==> src/rtl/shift_sequencer_if.sv <==
// Request/result handshake bundle for the multi-cycle right-shift sequencer.
interface shift_sequencer_if #(
    parameter int WIDTH = 8,
    parameter int AMT_W = 3
);
    logic             in_valid;
    logic             in_ready;
    logic [WIDTH-1:0] in_op;
    logic [AMT_W-1:0] in_amt;
    logic             in_arith;
    logic             out_valid;
    logic             out_ready;
    logic [WIDTH-1:0] out_result;
    logic             out_carry;

    modport master (
        output in_valid, in_op, in_amt, in_arith, out_ready,
        input  in_ready, out_valid, out_result, out_carry
    );

    modport slave (
        input  in_valid, in_op, in_amt, in_arith, out_ready,
        output in_ready, out_valid, out_result, out_carry
    );
endinterface

==> src/rtl/shift_sequencer.sv <==
// Variable-distance right shift built from a one-position shifter, one shift per clock.
module shift_sequencer #(
    parameter int WIDTH = 8,
    parameter int AMT_W = 3
) (
    input  logic             clk,
    input  logic             rst_n,
    shift_sequencer_if.slave bus,
    output logic             busy
);
    typedef enum logic [1:0] {
        IDLE  = 2'd0,
        SHIFT = 2'd1,
        DONE  = 2'd2
    } state_t;

    state_t           state, state_nxt;
    logic [WIDTH-1:0] data_reg;
    logic [AMT_W-1:0] cnt;
    logic             arith_reg;
    logic             carry_reg;
    logic             accept;
    logic             fill;

    always_comb begin
        state_nxt     = state;
        bus.in_ready  = 1'b0;
        bus.out_valid = 1'b0;
        busy          = 1'b0;
        accept        = 1'b0;
        case (state)
            IDLE: begin
                bus.in_ready = rst_n;
                accept       = bus.in_valid && rst_n;
                if (accept)
                    state_nxt = (bus.in_amt != '0) ? SHIFT : DONE;
            end
            SHIFT: begin
                busy = 1'b1;
                if (cnt == AMT_W'(1))
                    state_nxt = DONE;
            end
            DONE: begin
                busy          = 1'b1;
                bus.out_valid = 1'b1;
                if (bus.out_ready)
                    state_nxt = IDLE;
            end
            default: state_nxt = IDLE;
        endcase
    end

    // Arithmetic mode replicates the sign bit; logical mode shifts in zero.
    assign fill = arith_reg & data_reg[WIDTH-1];

    always_ff @(posedge clk) begin
        if (!rst_n) begin
            state     <= IDLE;
            data_reg  <= '0;
            cnt       <= '0;
            arith_reg <= 1'b0;
            carry_reg <= 1'b0;
        end else begin
            state <= state_nxt;
            if (accept) begin
                data_reg  <= bus.in_op;
                cnt       <= bus.in_amt;
                arith_reg <= bus.in_arith;
                carry_reg <= 1'b0;
            end else if (state == SHIFT) begin
                carry_reg <= data_reg[0];
                data_reg  <= {fill, data_reg[WIDTH-1:1]};
                cnt       <= cnt - AMT_W'(1);
            end
        end
    end

    assign bus.out_result = data_reg;
    assign bus.out_carry  = carry_reg;
endmodule
==> src/flat_wrapper.sv <==
// flat-port wrapper written by rule: the top's interface ports become plain ports
module shift_sequencer_flat 
#(
    parameter int WIDTH = 8,
    parameter int AMT_W = 3
)
  (clk, rst_n, busy, bus_in_valid, bus_in_op, bus_in_amt, bus_in_arith, bus_out_ready, bus_in_ready, bus_out_valid, bus_out_result, bus_out_carry);
  shift_sequencer_if #(.WIDTH(WIDTH), .AMT_W(AMT_W)) bus_i ();
  input  logic clk;
  input  logic rst_n;
  output logic busy;
  input wire logic [$bits(bus_i.in_valid)-1:0] bus_in_valid;
  input wire logic [$bits(bus_i.in_op)-1:0] bus_in_op;
  input wire logic [$bits(bus_i.in_amt)-1:0] bus_in_amt;
  input wire logic [$bits(bus_i.in_arith)-1:0] bus_in_arith;
  input wire logic [$bits(bus_i.out_ready)-1:0] bus_out_ready;
  output wire logic [$bits(bus_i.in_ready)-1:0] bus_in_ready;
  output wire logic [$bits(bus_i.out_valid)-1:0] bus_out_valid;
  output wire logic [$bits(bus_i.out_result)-1:0] bus_out_result;
  output wire logic [$bits(bus_i.out_carry)-1:0] bus_out_carry;
  assign bus_i.in_valid = bus_in_valid;
  assign bus_i.in_op = bus_in_op;
  assign bus_i.in_amt = bus_in_amt;
  assign bus_i.in_arith = bus_in_arith;
  assign bus_i.out_ready = bus_out_ready;
  assign bus_in_ready = bus_i.in_ready;
  assign bus_out_valid = bus_i.out_valid;
  assign bus_out_result = bus_i.out_result;
  assign bus_out_carry = bus_i.out_carry;
  shift_sequencer #(.WIDTH(WIDTH), .AMT_W(AMT_W)) u_core (.clk(clk), .rst_n(rst_n), .bus(bus_i), .busy(busy));
endmodule
==> config.mk <==
export PLATFORM = sky130hd
export DESIGN_NAME = shift_sequencer_flat
export DESIGN_NICKNAME = d
export VERILOG_FILES = /design/src/rtl/shift_sequencer_if.sv /design/src/rtl/shift_sequencer.sv /design/src/flat_wrapper.sv
export SDC_FILE = /design/constraint.sdc
export NUM_CORES = 1
export LEC_CHECK = 0
export BUFFER_PORTS_ARGS = -buffer_cell sky130_fd_sc_hd__buf_2
export CAP_MARGIN = 25
export CELL_PAD_IN_SITES_DETAIL_PLACEMENT = 0
export CELL_PAD_IN_SITES_GLOBAL_PLACEMENT = 1
export CORE_ASPECT_RATIO = 1.4
export CORE_MARGIN = 1
export CORE_UTILIZATION = 31
export CTS_CLUSTER_SIZE = 28
export DETAILED_ROUTE_END_ITERATION = 8
export PLACE_DENSITY_LB_ADDON = 0.3
export SETUP_SLACK_MARGIN = 0.1
export SYNTH_ARGS = -nofsm -noshare
export SYNTH_HDL_FRONTEND = slang
export SYNTH_SLANG_ARGS = --single-unit
==> constraint.sdc <==
create_clock -name clk -period 1.4 [get_ports clk]
set_clock_uncertainty 0.2 [all_clocks]
set_input_delay 0.28 -clock clk [delete_from_list [all_inputs] [get_ports clk]]
set_output_delay 0.28 -clock clk [all_outputs]
set_load 0.02 [all_outputs]
==> flow_metrics.py, run 1 <==
metrics = {
    "power_and_ir_drop": {
        "leakagePower_nw": 0.572,
        "ir_drop_mv": 0.962,
        "power_density_mw_per_mm2": 1890,
    },
    "routing": {
        "drcViolationCount": 0,
        "via_count": 762,
        "routed_wl_mm": 2.05,
        "drt-vias-per-instance": 4.70,
        "dr.pass1.iters": 2,
        "drt_iter0_markers": 11,
        "drt-wirelength-per-cell_um": 12.6,
        "ant_nets": 0,
    },
    "floorplanning": {
        "die_area_mm2": 0.00271,
        "start_util_pct": 32.4,
        "io_pins": 28,
        "fp.dieH_um": 61.2,
        "dieWidth_um": 44.3,
        "rows": 21,
        "fp.coreArea_mm2": 0.00239,
    },
    "sta": {
        "fin_tns_setup_ps": -1510,
        "slew_headroom_pct": 87.9,
        "tightest_slew_ps": 177,
        "period_share_pct": 113,
        "fin_crit_ps": 1580,
        "rsz0062_at_grt": "true",
        "final.setup.worst_slack_ps": -179,
        "max_clock_freq_ghz": 0.633,
        "final_hold_viol_count": 0,
        "slew_violations": 0,
        "setup_viol": 17,
    },
    "clocking": {
        "clkSlewWorstSetupHoldPaths_ps": 90,
        "clockRootBuffer": "clkbuf_4",
        "h-tree-depth": 1,
        "cts_sinks": 15,
        "cts_tree": "built",
        "clockBufferDepth": 2,
        "cts_made_buffers": 3,
        "clkLatencyLatePin_ps": 280,
    },
    "worst_setup_path": {
        "critical_path.cell_chain": "inv_2 -> ha_4 -> and2_4 -> buf_6",
        "crit_path_max_incr_delay_ps": 340,
        "critPathMaxFanout": 2,
        "end_kind": "primary output",
        "required_ps": 920,
        "r2r.worst_path.cells": 5,
        "startpoint_type": "flop",
        "critPathArrivalTime_ps": 1100,
        "reg2reg_to": "u_core.state[1]",
        "worstSetupPathType": "reg2out",
        "worst_path_max_delay_cell": "dfxtp_2",
        "r2r_setup_slack_ps": -140,
        "worstReg2RegStart": "u_core.state[1]",
    },
    "layout": {
        "syn_to_final_growth_pct": 70.2,
        "largest_reg_flops": 8,
        "layout-drive-gt1-share_pct": 60.9,
        "final_util_pct": 55.2,
        "final_cells": 162,
        "final_nets": 150,
        "nFillCells": 221,
        "n_antenna_cell": 0,
    },
    "logic_synthesis": {
        "async_flop_share_pct": 0,
        "synthAdderAreaFrac_pct": 8.06,
        "synth_compound_area_share_pct": 13.9,
        "ys_seq_area_share_pct": 38.7,
        "netlist_area_um2": 776,
        "synth_seq_cells": 15,
        "synth_xor_area_share_pct": 2.26,
        "synth_edf_count": 0,
        "yosys_warnings": 0,
        "synthMuxAreaShare_pct": 12.9,
        "synthDistinctLibCells": 26,
        "synth_area_per_cell_um2": 9.02,
        "yosys.area_share.simple_pct": 16.9,
        "synth_ff_type": "dfxtp_1",
        "syn_inst": 86,
        "synth_top_family_by_area": "simple AND/OR/NAND/NOR gates",
        "syn-num-nets": 107,
    },
    "grt": {
        "grt_pass1_wl_mm": 3.19,
        "antenna_found_initial": 0,
        "grt_pass1_vias": 729,
        "groute.usage.overall_pct": 16.1,
        "grt_max_degree": 12,
        "grt_overflow": 0,
    },
    "min_path": {
        "hold_class": "in2reg",
        "holdPathEnd": "u_core.bus.out_result[7]",
        "holdPathStages": 3,
        "hp-start": "bus_in_op[7]",
    },
    "run_status": {
        "violations": "setup timing",
        "status": "complete, but fails checks",
    },
    "placed_design": {
        "gp_congestion": 0.798,
        "dp.cells": 152,
        "dp_hpwl_mm": 1.30,
        "io_buffers": 27,
    },
    "job": {
        "maxCapViolCount": 0,
    },
}
## synth_stat cells, drive strengths merged, types with 2 or more instances
cell type  instances  share of area, %
dfxtp             15                39
mux2i             10                13
a211oi             9               8.7
buf                5               4.4
inv                5               2.4
nor2               9               4.4
ha                 5               8.1
a21oi              2               1.3
nand2b             2               1.6
nand3              3               1.9
nand2              9               4.7
## per-layer routing
layer  vias up  part of all wire (%)  track usage [%]
li1        379                     -                -
met1       359                    42             18.2
met2        22                    53             29.2
met3         2                   3.6             2.05
met4         0                  0.83             7.79
met5         -                     0                0
## cell usage in the layout (no fill, tap or decap), types with 2 or more instances in the layout
cell type and n:
nand3_1 2, ha_4 3, nor2_2 3, ha_1 2, buf_4 17, nand2b_1 2
dfxtp_1 5, a211oi_2 8, clkbuf_4 3, nor2_1 6, dfxtp_2 9, buf_2 16
inv_1 3, a21oi_1 2, buf_6 7, mux2i_1 10, nand2_1 8
## final cells by class
cell class / count / area, um2 / area share [%]
sequential: 15 / 315 / 23.9
clock buffer: 4 / 26.3 / 1.99
multi-input combinational: 60 / 546 / 41.3
inverter: 5 / 21.3 / 1.61
timing repair buffer: 44 / 369 / 28.0
tap: 34 / 42.5 / 3.22
## repair_timing
action                                  4_1_cts  5_1_grt
endpoints found under the hold margin         1        0
resized for setup                            26       23
setup buffers                                 3        0
endpoints found under the setup margin       25       25
cloned                                        1        1
pin swaps                                     3        6
hold buffers                                  1        0
## through the flow
stage          setup slack [ps]  cell area (um2)  hold slack (ps)  power, mW
3_3_place_gp              -50.6             1040              241       1.75
3_5_place_dp               -130             1040              251       1.76
5_1_grt                    -221             1320             41.6       2.65
2_1_floorplan             -33.8              813              179       1.45
6_report                   -179             1320             37.2       2.50
4_1_cts                    -191             1220             23.6       2.34
## cells by family (layout without fill, tap and decap cells)
family | count (synthesis) | in the layout
buffers and inverters | 11 | 53
multiplexers | 10 | 10
AO/OA/AOI/OAI | 15 | 15
AND/OR/NAND/NOR | 28 | 28
XOR/XNOR | 2 | 2
adder cells (fa/ha/maj) | 5 | 5
flip-flops | 15 | 15
## worst max path at each step
stage / startpoint / endpoint / slack, ps
global route: u_core.state[1] / bus_in_ready / -220
global placement: u_core.state[0] / u_core.state[0] / -50
detailed placement: u_core.state[1] / u_core.state[1] / -130
CTS: u_core.state[0] / bus_in_ready / -190
finish: u_core.state[0] / bus_in_ready / -180
floorplan: u_core.state[1] / u_core.state[0] / -30
## critical path: cells and delay by family, from the launching register on
| kind | cells | cell delay, ps |
|---|---|---|
| buf+inv | 2 | 180 |
| simple gates | 1 | 150 |
| fa+ha+maj | 1 | 160 |
| flops | 1 | 340 |
## report_power, final
| group | leakage, nW | total (mW) | internal, mW | switching (mW) |
|---|---|---|---|---|
| Clock | 0.0150 | 0.245 | 0.110 | 0.135 |
| Sequential | 0.127 | 0.663 | 0.575 | 0.0879 |
| Combinational | 0.429 | 1.59 | 0.877 | 0.711 |
| Total | 0.572 | 2.50 | 1.56 | 0.933 |
Note: power is estimated with default switching activity, not from simulation.
==> inputs of run 2 (changes only) <==
- MAX_ROUTING_LAYER: not set -> met4
==> run 2 against run 1 <==
- the flow still finishes with violations (setup timing)
- largest power group unchanged
- sequential power about the same
- die area did not move
- hold slack barely moved
- register-to-register slack about the same
- final cell count unchanged
- clock power is essentially flat
- first-iteration DRC count shrank 9.1%
- sequential cell count unchanged
- largest cell class unchanged
- sequential share of layout area stayed put
- count of clock-buffer cells in the layout is the same
- via count is 0.66% lower
==> flow_metrics.py, run 2 (synthesis gave the netlist of run 1 again) <==
metrics = {
    "sta": {
        "tightest_slew_ps": 177,
        "slew_headroom_pct": 87.9,
        "period_share_pct": 113,
        "final_hold_viol_count": 0,
        "hold_ws_ps": 37.1,
        "max_clock_freq_ghz": 0.633,
        "final.setup.worst_slack_ps": -179,
        "rsz0062_at_grt": "true",
        "slew_violations": 0,
        "fin_crit_ps": 1580,
        "setup_viol": 17,
    },
    "floorplanning": {
        "rows": 21,
        "fp.dieH_um": 61.2,
        "start_util_pct": 32.4,
        "die_area_mm2": 0.00271,
        "fp.coreArea_mm2": 0.00239,
        "dieWidth_um": 44.3,
        "io_pins": 28,
    },
    "routing": {
        "drt-vias-per-instance": 4.67,
        "routed_wl_mm": 2.05,
        "drt_iter0_markers": 10,
        "drt-wirelength-per-cell_um": 12.7,
        "dr.pass1.iters": 2,
        "drcViolationCount": 0,
        "ant_nets": 0,
        "via_count": 757,
    },
    "run_status": {
        "violations": "setup timing",
        "status": "complete, but fails checks",
    },
    "clocking": {
        "clockBufferDepth": 2,
        "clockRootBuffer": "clkbuf_4",
        "cts_sinks": 15,
        "clkSlewWorstSetupHoldPaths_ps": 90,
        "cts_tree": "built",
        "h-tree-depth": 1,
        "cts_made_buffers": 3,
        "clkLatencyLatePin_ps": 280,
    },
    "placed_design": {
        "pre_cts_ws_ps": -130,
        "io_buffers": 27,
        "gp_congestion": 0.810,
        "dp_hpwl_mm": 1.30,
    },
    "power_and_ir_drop": {
        "power_density_mw_per_mm2": 1890,
        "ir_drop_mv": 0.963,
        "total_power_mw": 2.50,
        "leakagePower_nw": 0.572,
    },
    "worst_setup_path": {
        "startpoint": "u_core.state[0]",
        "end_kind": "primary output",
        "worstReg2RegStart": "u_core.state[1]",
        "required_ps": 920,
        "reg2reg_to": "u_core.state[1]",
        "r2r_setup_slack_ps": -130,
        "worstSetupPathType": "reg2out",
        "r2r.worst_path.cells": 5,
        "critPathMaxFanout": 2,
        "critPathArrivalTime_ps": 1100,
        "startpoint_type": "flop",
    },
    "grt": {
        "antenna_found_initial": 0,
        "grt_max_degree": 12,
        "grt_overflow": 0,
        "grt_pass1_vias": 729,
        "grt_pass1_wl_mm": 3.19,
        "groute.usage.overall_pct": 16.6,
    },
    "layout": {
        "layout-drive-gt1-share_pct": 60.9,
        "syn_to_final_growth_pct": 70.2,
        "final_util_pct": 55.2,
        "final_cell_mix": "buf_4, buf_2, mux2i_1",
        "largest_reg_flops": 8,
        "n_antenna_cell": 0,
        "final_nets": 150,
        "layout_commonest_cell": "buf_4",
    },
    "min_path": {
        "holdPathStages": 3,
        "hp-start": "bus_in_op[7]",
        "holdPathEnd": "u_core.bus.out_result[7]",
        "hold_class": "in2reg",
    },
    "job": {
        "maxCapViolCount": 0,
    },
}
[run 2: critical path, cell delays in order (launching register included)]
cell     delay [ps]
dfxtp_2         340
inv_2            60
ha_4            160
and2_4          150
buf_6           120
[run 2: how the worst max path moves through the flow]
stage	end	slack (ps)
after global placement	u_core.state[0]	-50
after CTS	bus_in_ready	-190
after floorplan	u_core.state[0]	-30
final	bus_in_ready	-180
after global routing	bus_in_ready	-220
after detailed placement	u_core.state[1]	-130
[run 2: final cells by class]
cell class / count / area (um2)
repair buffers: 44 / 369
clock buffers: 4 / 26.3
fillers: 221 / 1070
multi-input cells: 60 / 546
inverters: 5 / 21.3
flip-flops and latches: 15 / 315
well taps: 34 / 42.5
[run 2: timing repair]
item / in CTS / in global routing
pin swaps: 3 / 6
hold endpoints to repair: 1 / 0
setup endpoints to repair: 25 / 25
cloned: 1 / 1
hold buffers: 1 / 0
resized for setup: 26 / 23
buffers inserted: 3 / 0
[run 2: power breakdown]
group	internal (mW)	switching, mW
clock network	0.110	0.135
logic	0.877	0.712
registers	0.575	0.0879
[run 2: stage by stage]
step	cell area, um2	cells	TNS (ps)
after CTS	1220	161	-1580
after global routing	1320	162	-2380
after detailed placement	1040	152	-654
after floorplan	813	86	-63.7
final	1320	162	-1520
after global placement	1040	152	-282
[run 2: metal layers]
layer | up-vias | GRT usage, % | wire [um]
met5 | - | - | 0
met4 | 0 | 7.79 | 15
met3 | 2 | 2.05 | 78
met2 | 22 | 29.2 | 1090
met1 | 354 | 18.2 | 872
li1 | 379 | - | -
==> inputs of run 3 (changes only) <==
- BUFFER_PORTS_ARGS: -buffer_cell sky130_fd_sc_hd__buf_2 -> not set
- CORE_UTILIZATION: 31 -> 39
- DONT_BUFFER_PORTS: not set -> 1
==> run 3 against run 2 <==
- the run still ends with setup timing left
- utilization rose by 19 points
- hold slack worse by 2.4 ps
- setup slack worse by 5.5 ps
- sequential share of layout area shrank 1.4 points
- final area grew 2.7%
- global-route usage increased by 6.7 points
- sequential cell count is the same
- combinational power hardly changed
- first-iteration DRC count fell by 40%
- non-clock buffer count decreased by 13
- critical path type is now reg2reg
- largest power group unchanged
==> flow_metrics.py, run 3 (synthesis gave the netlist of run 1 again) <==
metrics = {
    "run_status": {
        "status": "complete, but fails checks",
        "violations": "setup timing",
    },
    "floorplanning": {
        "io_pins": 28,
        "start_util_pct": 42.5,
        "dieWidth_um": 39.7,
        "rows": 18,
        "fp.dieH_um": 54.8,
        "fp.coreArea_mm2": 0.00182,
        "die_area_mm2": 0.00217,
    },
    "grt": {
        "groute.usage.overall_pct": 23.3,
        "grt_overflow": 0,
        "grt_max_degree": 13,
        "grt_pass1_wl_mm": 3.30,
        "grt_pass1_vias": 763,
        "antenna_found_initial": 0,
    },
    "layout": {
        "largest_reg_flops": 8,
        "syn_to_final_growth_pct": 74.8,
        "final_nets": 137,
        "design_area_mm2": 0.00136,
        "final_cell_mix": "dlygate4sd3_1, dfxtp_1, a211oi_2",
        "n_antenna_cell": 0,
        "layout-drive-gt1-share_pct": 53.9,
        "layout_commonest_cell": "dlygate4sd3_1",
        "nFillCells": 131,
    },
    "worst_setup_path": {
        "crit_buf_inv": 2,
        "r2r_setup_slack_ps": -180,
        "end_kind": "flop",
        "startpoint_type": "flop",
        "critPathMaxFanout": 2,
        "reg2reg_to": "u_core.state[0]",
        "critPathArrivalTime_ps": 1540,
        "worstSetupPathType": "reg2reg",
        "r2r.worst_path.cells": 6,
        "worst_path_max_delay_cell": "dfxtp_2",
        "crit_family": "flip-flops",
        "critical_path.cell_chain": "inv_4 -> buf_4 -> ha_4 -> nor2b_1 -> a221o_1 -> mux2i_1",
        "worstReg2RegStart": "u_core.state[0]",
        "required_ps": 1360,
        "crit_path_max_incr_delay_ps": 370,
    },
    "routing": {
        "drcViolationCount": 0,
        "routed_wl_mm": 2.14,
        "ant_nets": 0,
        "dr.pass1.iters": 2,
        "drt_iter0_markers": 6,
        "via_count": 732,
        "drt-vias-per-instance": 5.42,
        "drt-wirelength-per-cell_um": 15.9,
    },
    "clocking": {
        "cts_made_buffers": 3,
        "clkLatencyLatePin_ps": 280,
        "cts_tree": "built",
        "h-tree-depth": 1,
        "clkSlewWorstSetupHoldPaths_ps": 90,
        "cts_sinks": 15,
        "clockBufferDepth": 2,
        "clockRootBuffer": "clkbuf_4",
    },
    "placed_design": {
        "pre_cts_ws_ps": -143,
        "place_area_um2": 853,
        "gp_congestion": 0.659,
        "io_buffers": 0,
        "dp_hpwl_mm": 1.17,
    },
    "sta": {
        "fin_crit_ps": 1580,
        "final.setup.worst_slack_ps": -184,
        "final_hold_viol_count": 0,
        "period_share_pct": 113,
        "slew_violations": 0,
        "rsz0062_at_grt": "true",
        "tightest_slew_ps": 588,
        "max_clock_freq_ghz": 0.631,
        "slew_headroom_pct": 60.8,
        "setup_viol": 16,
    },
    "min_path": {
        "hold_class": "in2reg",
        "holdPathEnd": "u_core.state[0]",
        "holdPathStages": 2,
        "hp-start": "bus_in_amt[2]",
    },
    "job": {
        "maxCapViolCount": 0,
    },
    "power_and_ir_drop": {
        "leakagePower_nw": 0.507,
        "ir_drop_mv": 1.22,
        "power_density_mw_per_mm2": 1870,
        "total_power_mw": 2.54,
    },
}
[run 3: changes by cell type in the layout (fill, tap and decap cells not counted), moves of 2 or more]
| cell | previous run | this run |
|---|---|---|
| dfxtp_2 | 9 | 4 |
| mux2i_2 | 0 | 4 |
| mux2i_1 | 10 | 6 |
| buf_4 | 17 | 7 |
| buf_2 | 16 | 0 |
| dlygate4sd3_1 | 1 | 13 |
| nand3_1 | 2 | 0 |
| nor2_4 | 0 | 8 |
| dfxtp_1 | 5 | 11 |
| nor2_1 | 6 | 0 |
| nor2_2 | 3 | 1 |
| nand3_2 | 0 | 2 |
[run 3: power by group]
group	internal (mW)	total (mW)	switching, mW
registers	0.563	0.723	0.160
logic	0.875	1.57	0.694
clock network	0.106	0.243	0.137
total	1.54	2.54	0.991
[run 3: layer usage]
metal | track usage, % | wire [um] | vias to the layer above
met5 | - | 0 | -
met2 | 45.6 | 1240 | 21
met1 | 21.7 | 786 | 350
met3 | 2.85 | 98 | 2
met4 | 8.62 | 16 | 0
li1 | - | - | 359
[run 3: how the worst max path moves through the flow]
stage | start | depth (start not counted) | to
finish | u_core.state[0] | 6 | u_core.state[0]
CTS | u_core.state[0] | 4 | bus_in_ready
detailed placement | u_core.state[0] | 6 | u_core.state[1]
global route | u_core.state[0] | 4 | bus_in_ready
floorplan | u_core.state[1] | 5 | u_core.state[0]
global placement | u_core.state[0] | 6 | u_core.state[1]
[run 3: final cells by class]
cell class	instances	area, um2	share of cell area, %
Clock buffer	3	22.5	1.66
Clock inverter	1	5.00	0.369
Inverter	5	21.3	1.57
Multi-Input combinational cell	60	626	46.1
Sequential cell	15	305	22.5
Tap cell	20	25.0	1.85
Timing Repair Buffer	31	352	25.9
[run 3: worst register-to-register path: stages, from the launching register on]
cell	delay (ps)
dfxtp_2	370
inv_4	50
buf_4	130
ha_4	150
nor2b_1	130
a221o_1	310
mux2i_1	140
[run 3: through the flow]
stage	utilization [%]	hold WS (ps)	instances	setup TNS, ps
after floorplan	-	179	86	-63.7
after global placement	46.8	184	107	-146
after detailed placement	46.8	189	107	-490
after CTS	74.1	28.3	136	-1760
after global routing	74.3	25.9	135	-2510
final	74.3	34.8	135	-1540
[run 3: repair_timing]
action | 4_1_cts | 5_1_grt
hold endpoints to repair | 14 | 0
pin swaps | 14 | 8
endpoints found under the setup margin | 18 | 20
gates resized for setup | 43 | 12
setup buffers | 9 | 1
hold buffers | 13 | 0
cloned | 3 | 0
